File: config.mk
export PLATFORM = sky130hd
export DESIGN_NAME = perf_counter_bank
export DESIGN_NICKNAME = d
export VERILOG_FILES = /design/src/rtl/perf_types.sv /design/src/rtl/perf_channel.sv /design/src/rtl/perf_counter_bank.sv
export SDC_FILE = /design/constraint.sdc
export NUM_CORES = 1
export LEC_CHECK = 0
export ABC_AREA = 1
export CAP_MARGIN = 20
export CORE_MARGIN = 1.5
export CORE_UTILIZATION = 57
export DETAILED_ROUTE_END_ITERATION = 10
export GPL_TIMING_DRIVEN = 1
export PLACE_DENSITY = 0.75
export SLEW_MARGIN = 20
export SYNTH_ARGS = -nofsm -noshare
export SYNTH_HDL_FRONTEND = slang
export SYNTH_SLANG_ARGS = --single-unit
File: constraint.sdc
create_clock -name clk -period 4.38 [get_ports clk]
set_input_delay 0.876 -clock clk [delete_from_list [all_inputs] [get_ports clk]]
set_output_delay 0.876 -clock clk [all_outputs]
set_load 0.01 [all_outputs]
File: src/rtl/perf_types.sv
// Shared types and address-map constants for the performance counter bank.
// Pure declarations; no logic, no latency, no backpressure.
// Imported by perf_channel and perf_counter_bank.
package perf_types;

    typedef enum logic {
        PERF_LEVEL = 1'b0,
        PERF_RUN   = 1'b1
    } perf_mode_t;

    typedef struct packed {
        logic [3:0] thresh;
        logic       rsvd;
        logic       sat;
        perf_mode_t mode;
        logic       en;
    } perf_cfg_t;

    localparam logic [6:0] PERF_CNT_OFS  = 7'h00;
    localparam logic [6:0] PERF_CFG_OFS  = 7'h20;
    localparam logic [6:0] PERF_STAT_OFS = 7'h40;
    localparam logic [6:0] PERF_CTRL_OFS = 7'h42;

    localparam perf_cfg_t PERF_CFG_RST = '{thresh: 4'd0, rsvd: 1'b0, sat: 1'b0,
                                           mode: PERF_LEVEL, en: 1'b1};

endpackage

File: src/rtl/perf_channel.sv
// One event counter with run tracker and config register; emits an overflow pulse.
// Latency: count updates on the qualifying edge, visible the following cycle.
// No backpressure: clear beats counter write beats increment.
module perf_channel
    import perf_types::*;
#(
    parameter int CNT_W = 16
) (
    input  logic             clk,
    input  logic             rst_n,
    input  logic             event_in,
    input  logic             freeze,
    input  logic             clear,
    input  logic             cnt_wr,
    input  logic             cfg_wr,
    input  logic [15:0]      wdata,
    output logic [CNT_W-1:0] cnt,
    output perf_cfg_t        cfg,
    output logic             ovf
);

    logic [3:0] run_len;
    logic       inc;
    logic       all_ones;
    logic       disable_now;
    logic       unused_wdata;

    assign unused_wdata = ^wdata;

    always_comb begin
        inc         = cfg.en & ~freeze & event_in &
                      ((cfg.mode == PERF_LEVEL) | (run_len == cfg.thresh));
        all_ones    = &cnt;
        // Overflow only from a real increment; clears and loads drop the event.
        ovf         = inc & all_ones & ~clear & ~cnt_wr;
        disable_now = ~cfg.en | (cfg_wr & ~wdata[0]);
    end

    always_ff @(posedge clk or negedge rst_n) begin
        if (!rst_n) begin
            cnt     <= '0;
            cfg     <= PERF_CFG_RST;
            run_len <= 4'd0;
        end else begin
            if (clear) begin
                cnt <= '0;
            end else if (cnt_wr) begin
                cnt <= wdata[CNT_W-1:0];
            end else if (inc) begin
                cnt <= all_ones ? (cfg.sat ? cnt : '0) : cnt + CNT_W'(1);
            end

            if (cfg_wr) begin
                cfg <= '{thresh: wdata[7:4], rsvd: 1'b0, sat: wdata[2],
                         mode: perf_mode_t'(wdata[1]), en: wdata[0]};
            end

            // Tracker runs through freeze so a run straddling it is not recounted.
            if (disable_now || !event_in) begin
                run_len <= 4'd0;
            end else if (run_len != 4'hF) begin
                run_len <= run_len + 4'd1;
            end
        end
    end

endmodule

File: src/rtl/perf_counter_bank.sv
// Memory-mapped bank of event counters with sticky overflow status, freeze and clear.
// Latency: reads combinational (pre-edge value); writes and counts land on the next edge.
// No backpressure: every MMIO access in the window completes in its own cycle.
module perf_counter_bank
    import perf_types::*;
#(
    parameter int          NUM_CH    = 9,
    parameter int          CNT_W     = 16,
    parameter logic [15:0] BASE_ADDR = 16'hFF00
) (
    input  logic              clk,
    input  logic              rst_n,
    input  logic [NUM_CH-1:0] event_in,
    input  logic [15:0]       mmio_addr,
    input  logic              mmio_read,
    input  logic              mmio_write,
    input  logic [15:0]       mmio_wdata,
    output logic              mmio_hit,
    output logic [15:0]       mmio_rdata,
    output logic              overflow_irq
);

    logic [6:0]        ofs;
    logic [3:0]        ch;
    logic              in_win, ch_ok, is_cnt, is_cfg, is_stat, is_ctrl, wr;
    logic              clear_all;
    logic [NUM_CH-1:0] status_q;
    logic [NUM_CH-1:0] ovf_vec;
    logic              freeze_q, irq_en_q;
    logic [CNT_W-1:0]  cnt_arr [NUM_CH];
    perf_cfg_t         cfg_arr [NUM_CH];

    always_comb begin
        ofs       = mmio_addr[6:0];
        ch        = ofs[4:1];
        in_win    = (mmio_addr[15:7] == BASE_ADDR[15:7]);
        ch_ok     = ({1'b0, ch} < 5'(NUM_CH)) & ~ofs[0];
        is_cnt    = in_win & ch_ok & (ofs[6:5] == PERF_CNT_OFS[6:5]);
        is_cfg    = in_win & ch_ok & (ofs[6:5] == PERF_CFG_OFS[6:5]);
        is_stat   = in_win & (ofs == PERF_STAT_OFS);
        is_ctrl   = in_win & (ofs == PERF_CTRL_OFS);
        mmio_hit  = (is_cnt | is_cfg | is_stat | is_ctrl) & (mmio_read | mmio_write);
        wr        = mmio_hit & mmio_write;
        clear_all = wr & is_ctrl & mmio_wdata[2];
    end

    for (genvar i = 0; i < NUM_CH; i++) begin : g_ch
        perf_channel #(.CNT_W(CNT_W)) u_ch (
            .clk      (clk),
            .rst_n    (rst_n),
            .event_in (event_in[i]),
            .freeze   (freeze_q),
            .clear    (clear_all),
            .cnt_wr   (wr & is_cnt & (ch == 4'(i))),
            .cfg_wr   (wr & is_cfg & (ch == 4'(i))),
            .wdata    (mmio_wdata),
            .cnt      (cnt_arr[i]),
            .cfg      (cfg_arr[i]),
            .ovf      (ovf_vec[i])
        );
    end

    always_ff @(posedge clk or negedge rst_n) begin
        if (!rst_n) begin
            status_q <= '0;
            freeze_q <= 1'b0;
            irq_en_q <= 1'b0;
        end else begin
            // A same-edge overflow is ORed in after W1C so the set wins.
            if (clear_all) begin
                status_q <= '0;
            end else begin
                status_q <= (status_q & ~((wr & is_stat) ? mmio_wdata[NUM_CH-1:0] : '0))
                            | ovf_vec;
            end
            if (wr && is_ctrl) begin
                freeze_q <= mmio_wdata[0];
                irq_en_q <= mmio_wdata[1];
            end
        end
    end

    assign overflow_irq = irq_en_q & (|status_q);

    always_comb begin
        mmio_rdata = 16'h0000;
        if (mmio_hit) begin
            if (is_stat) mmio_rdata = 16'(status_q);
            if (is_ctrl) mmio_rdata = {14'd0, irq_en_q, freeze_q};
            for (int i = 0; i < NUM_CH; i++) begin
                if (ch == 4'(i)) begin
                    if (is_cnt) mmio_rdata = 16'(cnt_arr[i]);
                    if (is_cfg) mmio_rdata = 16'(cfg_arr[i]);
                end
            end
        end
    end

endmodule

After elaboration in Yosys (flattened, before gate mapping):

Cells that the tools add are included.

* register bits after elaboration: 254
* input bits: 45
* output and inout bits: 18
* word-level logic and storage cells: 425

* $add $sub $neg: 18
* $lt $le $gt $ge: 1
* equality and inequality tests: 39
* muxes and demuxes: 101
* bitwise logic cells: 151
* reduce and logical (&&, ||, !) cells: 58

Operators with widths (count)
* 16-bit two-way mux: 80
* 16-bit by 1-bit adder with 16-bit output (second input constant): 9
* 16-bit AND reduction: 9
* 1-bit bitwise AND: 95
* 4-bit two-way mux: 18
* 4-bit by 1-bit adder with 4-bit output (second input constant): 9
* 4-bit equality test: 9
* 4-bit by 2-bit inequality test with 1-bit output (second input constant): 9
* 4-bit inequality test (second input constant): 9
* 1-bit NOT: 31
* 9-bit two-way mux: 3
* 3-bit nonzero test: 9
* 1-bit bitwise OR: 22
* 2-bit AND reduction: 9
* 2-bit nonzero test: 9
* 4-bit by 3-bit equality test with 1-bit output (second input constant): 4
* 7-bit equality test (second input constant): 2
* 9-bit bitwise AND: 1
* 9-bit equality test (second input constant): 1
* 1-bit zero test: 9
* 1-bit logical OR: 9
* 9-bit NOT: 1
* 9-bit bitwise OR: 1
* 9-bit OR reduction: 1
* 8 further kinds: 9

Depth between registers and ports, before layout:

* depth after elaboration: 42
* mapped depth: 19
* gate-level depth less buffers: 19

Modules after synthesis:

From an unflattened synthesis, not the netlist that was laid out.

* cell total of the unflattened synthesis: 3015
* area, all modules: 19767.7 sq um

By module, submodules not included
* perf_channel: times used 9, cells an instance 266, area each 1828.0 sq um
* perf_counter_bank: times used 1, cells an instance 621, area each 3315.7 sq um

Least setup slack after synthesis:

OpenSTA, ideal clock, no wires.

* kind: input to output
* start point: input port mmio_addr[4]
* end point: output port mmio_rdata[1]
* arrival time: 2.470 ns
* required time: 3.504 ns
* path slack: 1.034 ns
* stages: 12
* cells stage by stage: or2_1 > nand2_1 > nand2_2 > nor2_8 > nand2_1 > buf_4 > buf_2 > nor2_1 > o21ai_0 > o21ai_0 > nor3_1 > a21oi_1

* cells in the longest elaborated chain, start to end: 38
* elaborated cells on any way between the ends: 58
* classes of those cells: 1 x order compare; 10 x eq/ne; 36 x mux; 10 x bitwise; 1 x reduce/logical

Ends and longest elaborated chain
* start, declared: line perf_counter_bank.sv:14 `input logic [15:0] mmio_addr,`
* branches (longest 37 deep; another with 4-bit less-than comparator)
* 16-bit two-way mux (*): line perf_counter_bank.sv:87 `if (mmio_hit) begin`
* end, declared: line perf_counter_bank.sv:19 `output logic [15:0] mmio_rdata,`

Mark *: on every way between the ends. The select of a mux whose other input is x is not followed.

Worst setup path in the final report:

* start point: input port mmio_addr[4]
* end point: output port mmio_rdata[9]

* cells in the longest elaborated chain, start to end: 37
* elaborated cells on any way between the ends: 55
* classes of those cells: 1 x order compare; 10 x eq/ne; 33 x mux; 10 x bitwise; 1 x reduce/logical

Ends and longest elaborated chain
* 4-bit less-than comparator: line perf_counter_bank.sv:37 `ch_ok = ({1'b0, ch} < 5'(NUM_CH)) & ~ofs[0];`
* 1-bit bitwise AND: line perf_counter_bank.sv:37
* 1-bit bitwise AND: line perf_counter_bank.sv:38, perf_counter_bank.sv:39
* 1-bit bitwise AND: line perf_counter_bank.sv:38 `is_cnt = in_win & ch_ok & (ofs[6:5] == PERF_CNT_OFS[6:5]);`
* 16-bit two-way mux: line perf_counter_bank.sv:92 `if (is_cnt) mmio_rdata = 16'(cnt_arr[i]);`
* 16-bit two-way mux: line perf_counter_bank.sv:93 `if (is_cfg) mmio_rdata = 16'(cfg_arr[i]);`
* 16-bit two-way mux: line perf_counter_bank.sv:91 `if (ch == 4'(i)) begin`
* 16-bit two-way mux: line perf_counter_bank.sv:87
* [21 not listed]
* 16-bit two-way mux: line perf_counter_bank.sv:91
* 16-bit two-way mux: line perf_counter_bank.sv:92
* 16-bit two-way mux: line perf_counter_bank.sv:93
* 16-bit two-way mux: line perf_counter_bank.sv:91
* 16-bit two-way mux: line perf_counter_bank.sv:92
* 16-bit two-way mux: line perf_counter_bank.sv:93
* 16-bit two-way mux: line perf_counter_bank.sv:91
* 16-bit two-way mux (*): line perf_counter_bank.sv:87

Mark *: on every way between the ends. The rest lies on a longest branch, timed or not. The select of a mux whose other input is x is not followed.

==> summary.txt <==
Floorplanning
  • Core region area: 0.0298 mm^2
  • Die ar.: 0.0315 mm^2
  • Chip width: 177 um
  • Chip height: 177 um
  • Ports: 63
  • # rows: 63
  • Starting density of the core: 58.2%

Power and ir drop
  • LEAKAGE: 10.0 nW
  • Power Density: 254 mW/mm^2
  • VDD IR-drop max: 0.000345 V

Global routing
  • GRT met3 Usage: 10.5%
  • GR peak layer: met2
  • First-pass GRT wire length: 101000 um
  • Global Route met2 Usage: 63.1%
  • Initial antenna violation count: 1
  • Pin count of the biggest net entering global routing: 95
  • Vias in the first global route: 17000
  • Grt ovf: 0
  • Total track usage: 43.1%
  • Grt met1 use: 57.8%

Clock tree
  • Clk root buf: clkbuf_16
  • Hold-fix buffers, CTS: 0
  • Clk buf depth: 3
  • Clk_lat worst skew: 0.57 ns
  • H-tree levels: 1
  • CTS tree: built
  • # clock sinks: 254
  • Inserted Clock Buffers: 29
  • Reg clk slew, reported paths: 0.06 ns

Finish
  • NumNets Final: 2624
  • Diodes inserted: 0
  • Layout Cells excl Fill: 2973
  • Layout cells sized above 1: 14.5%
  • Area Growth Syn to Fin: 17.9%
  • Area taken by flip-flops and latches: 0.00637 mm^2
  • FILL cells: 2525
  • Multi-input gate area: 0.00969 mm^2

Worst setup path
  • WP data required: 3.50 ns
  • Critical path's top delay family: buffers and inverters
  • Crit-path cells: clkdlybuf4s50_1 > buf_4 > nor2_2 > buf_4 > nand3_1 > inv_2 > buf_12 > a221oi_1 > buf_4 > o22ai_2 > nand2_1 > o2111ai_1 > nand2_1 > inv_1 > clkdlybuf4s50_1
  • Slowest cell on crit path: clkdlybuf4s50_1
  • CP Launch Type: input port
  • Slowest stage delay, CP: 0.52 ns
  • CP dominant cell by count: buf_4
  • Crit Path Max Fanout: 8
  • Crit. End Element: output pin
  • CP Depth: 15
  • Worst Path Buf+Inv: 8
  • Reg2Reg Depth: 11
  • CP Data Arrival Time: 3.46 ns
  • Critical path type: input port to output pin

Status
  • Status: finished, final reports clean

Routing
  • Via Count: 18600
  • DRC errors left: 0
  • Initial DRC count: 2219
  • Drt via density: 6.26
  • Avg WL per Cell: 22.7 um
  • WL final: 67500 um
  • Detail Route Antenna Nets: 0
  • Drt first pass iters: 8

Logic synthesis
  • Post-synth ARST share: 100%
  • Sequential share of the synthesized area: 36.7%
  • Cell variety after synth: 61
  • Most used DFF post-synth: dfrtp_1
  • YS warnings: 0
  • Post-synth EDFFs: 0
  • Instance count of the mapped netlist: 2397
  • Mapped cell area: 0.0173 mm^2
  • Mapped Nets: 2460
  • Yosys reg bits: 254
  • Syn avg cell area: 7.23 um^2

Placement
  • Gpl congestion: 1.11
  • HPWL Detailed: 49700 um
  • PortBufs: 62
  • Dpl cells: 2915

Worst hold path
  • Worst Hold Class: input port to asynchronous set/reset pin

STA
  • Setup_tns: 0 ns
  • Worst Clk Skew: 0.0108 ns
  • Final Hold Fails: 0
  • Min cycle time layout: 4.33 ns
  • RSZ-0062 raised after global routing: yes
  • Rel. slew slack: 21.7%
  • Worst slew pin tran: 1.17 ns
  • Final Max Tran Viols: 0
  • Final setup fails: 0
  • Final period utilization: 99.0%
  • Fmax: 0.231 GHz

Job
  • Max cap viols: 0
[through the flow]
stage | hold slack (ns) | power (mW) | util, % | setup slack (ns) | instance area (um^2)
after floorplan | 0.453 | 2.50 | - | 1.03 | 17300
after global placement | 0.466 | 2.75 | 64.3 | -0.256 | 19200
after detailed placement | 0.484 | 2.75 | 64.3 | -0.236 | 19200
after CTS | 0.376 | 5.18 | 68.0 | -0.0925 | 20300
after global routing | 0.410 | 5.31 | 68.6 | -0.0535 | 20400
final | 0.343 | 5.20 | 68.6 | 0.0455 | 20400
[worst register-to-register path, stage by stage (launching register included)]
cell and delay (ns):
dfrtp_1 0.43, ha_1 0.23, nand3_1 0.14, nor3_2 0.31
nand4_1 0.18, inv_1 0.12, nand4_1 0.16, o21ai_1 0.20
nand2_2 0.08, nor2_2 0.48, inv_1 0.18, o21ai_0 0.19
[final timing paths]
| path | from | to | slack, ns |
|---|---|---|---|
| hold / removal | rst_n | g_ch[0].u_ch.run_len[3]$_DFFE_PN0P_ | 0.34 |
| min in group clk | g_ch[6].u_ch.cfg[1]$_DFFE_PN0P_ | g_ch[6].u_ch.cfg[1]$_DFFE_PN0P_ | 0.51 |
| hold reg to reg | g_ch[6].u_ch.cfg[1]$_DFFE_PN0P_ | g_ch[6].u_ch.cfg[1]$_DFFE_PN0P_ | 0.51 |
| max in group asynchronous | rst_n | g_ch[8].u_ch.cfg[0]$_DFFE_PN1P_ | 3.03 |
| setup / recovery | mmio_addr[4] | mmio_rdata[9] | 0.05 |
| setup reg to reg | g_ch[3].u_ch.cnt[0]$_DFFE_PN0P_ | g_ch[3].u_ch.cnt[15]$_DFFE_PN0P_ | 1.61 |
[cells by family after synthesis]
group | after synthesis | share of synthesized area, %
fa+ha+maj | 18 | 1.30
simple gates | 1073 | 28.4
compound gates | 574 | 19.2
flops | 254 | 36.7
buf+inv | 367 | 8.77
xor+xnor | 111 | 5.61
[area by class of cell]
cell class / count / share of cell area (%)
Timing Repair Buffer: 211 / 9.04
Clock inverter: 13 / 0.655
Clock buffer: 40 / 3.95
Sequential cell: 254 / 31.2
Inverter: 289 / 5.42
Multi-Input combinational cell: 1776 / 47.4
Tap cell: 390 / 2.39
[registers in the layout, indices dropped and copies added, names as in the netlist]
| signal | count |
|---|---|
| g_ch.u_ch.cnt | 144 |
| irq_en_q | 1 |
| freeze_q | 1 |
| g_ch.u_ch.cfg | 63 |
| status_q | 9 |
| g_ch.u_ch.run_len | 36 |
[power by group]
part	switching, mW	total (mW)	internal [mW]
Clock	1.06	2.47	1.41
Combinational	0.251	0.368	0.117
Sequential	0.0119	2.37	2.36
[per-layer routing]
layer,vias to the layer above,wire (um)
met4,0,4620
met1,8778,26600
met2,1175,28200
li1,8387,-
met5,-,0
met3,274,8170
[Yosys cell counts, drive strengths merged, types with 2 or more instances]
master / instances / area, um^2
nor3: 54 / 322
o21bai: 7 / 52.6
nand4: 41 / 257
nand3b: 6 / 57.6
o21a: 3 / 22.5
o221ai: 4 / 35.0
inv: 284 / 1070
and3: 2 / 12.5
o21ai: 301 / 1520
xor2: 73 / 639
a22o: 2 / 17.5
o32ai: 3 / 26.3
o211a: 3 / 30.0
o211ai: 29 / 228
a211oi: 17 / 128
nor2: 191 / 901
nand3: 144 / 793
a221oi: 7 / 61.3
a21oi: 68 / 344
nand2: 617 / 2430
clkbuf: 31 / 116
a31oi: 5 / 31.3
o31ai: 2 / 15.0
dfrtp: 245 / 6130
clkinv: 5 / 31.3
o2111ai: 10 / 87.6
dfstp: 9 / 236
ha: 18 / 225
a32oi: 6 / 52.6
o22ai: 103 / 644
buf: 47 / 302
xnor2: 38 / 333
nor4: 7 / 73.8
or2: 11 / 68.8
[cell usage in the layout, fill, tap and decap left out, types with 19 or more instances in the layout]
| cell type | n |
|---|---|
| o21ai_1 | 39 |
| nand4_1 | 41 |
| nor2_1 | 154 |
| a21oi_1 | 65 |
| inv_1 | 253 |
| nand3_1 | 133 |
| xnor2_1 | 38 |
| o211ai_1 | 27 |
| o22ai_1 | 96 |
| clkdlybuf4s50_1 | 45 |
| clkbuf_16 | 29 |
| nor3_1 | 44 |
| xor2_1 | 73 |
| dfrtp_1 | 245 |
| nor2_4 | 19 |
| inv_2 | 29 |
| o21ai_0 | 257 |
| nand2_2 | 27 |
| buf_4 | 139 |
| nand2_1 | 583 |
[what timing repair did]
action,CTS,global route
hold endpoints to repair,0,0
gates resized for setup,45,41
setup buffers,2,3
pin swaps,3,10
endpoints found under the setup margin,16,12
(Power assumes the default switching activity.)
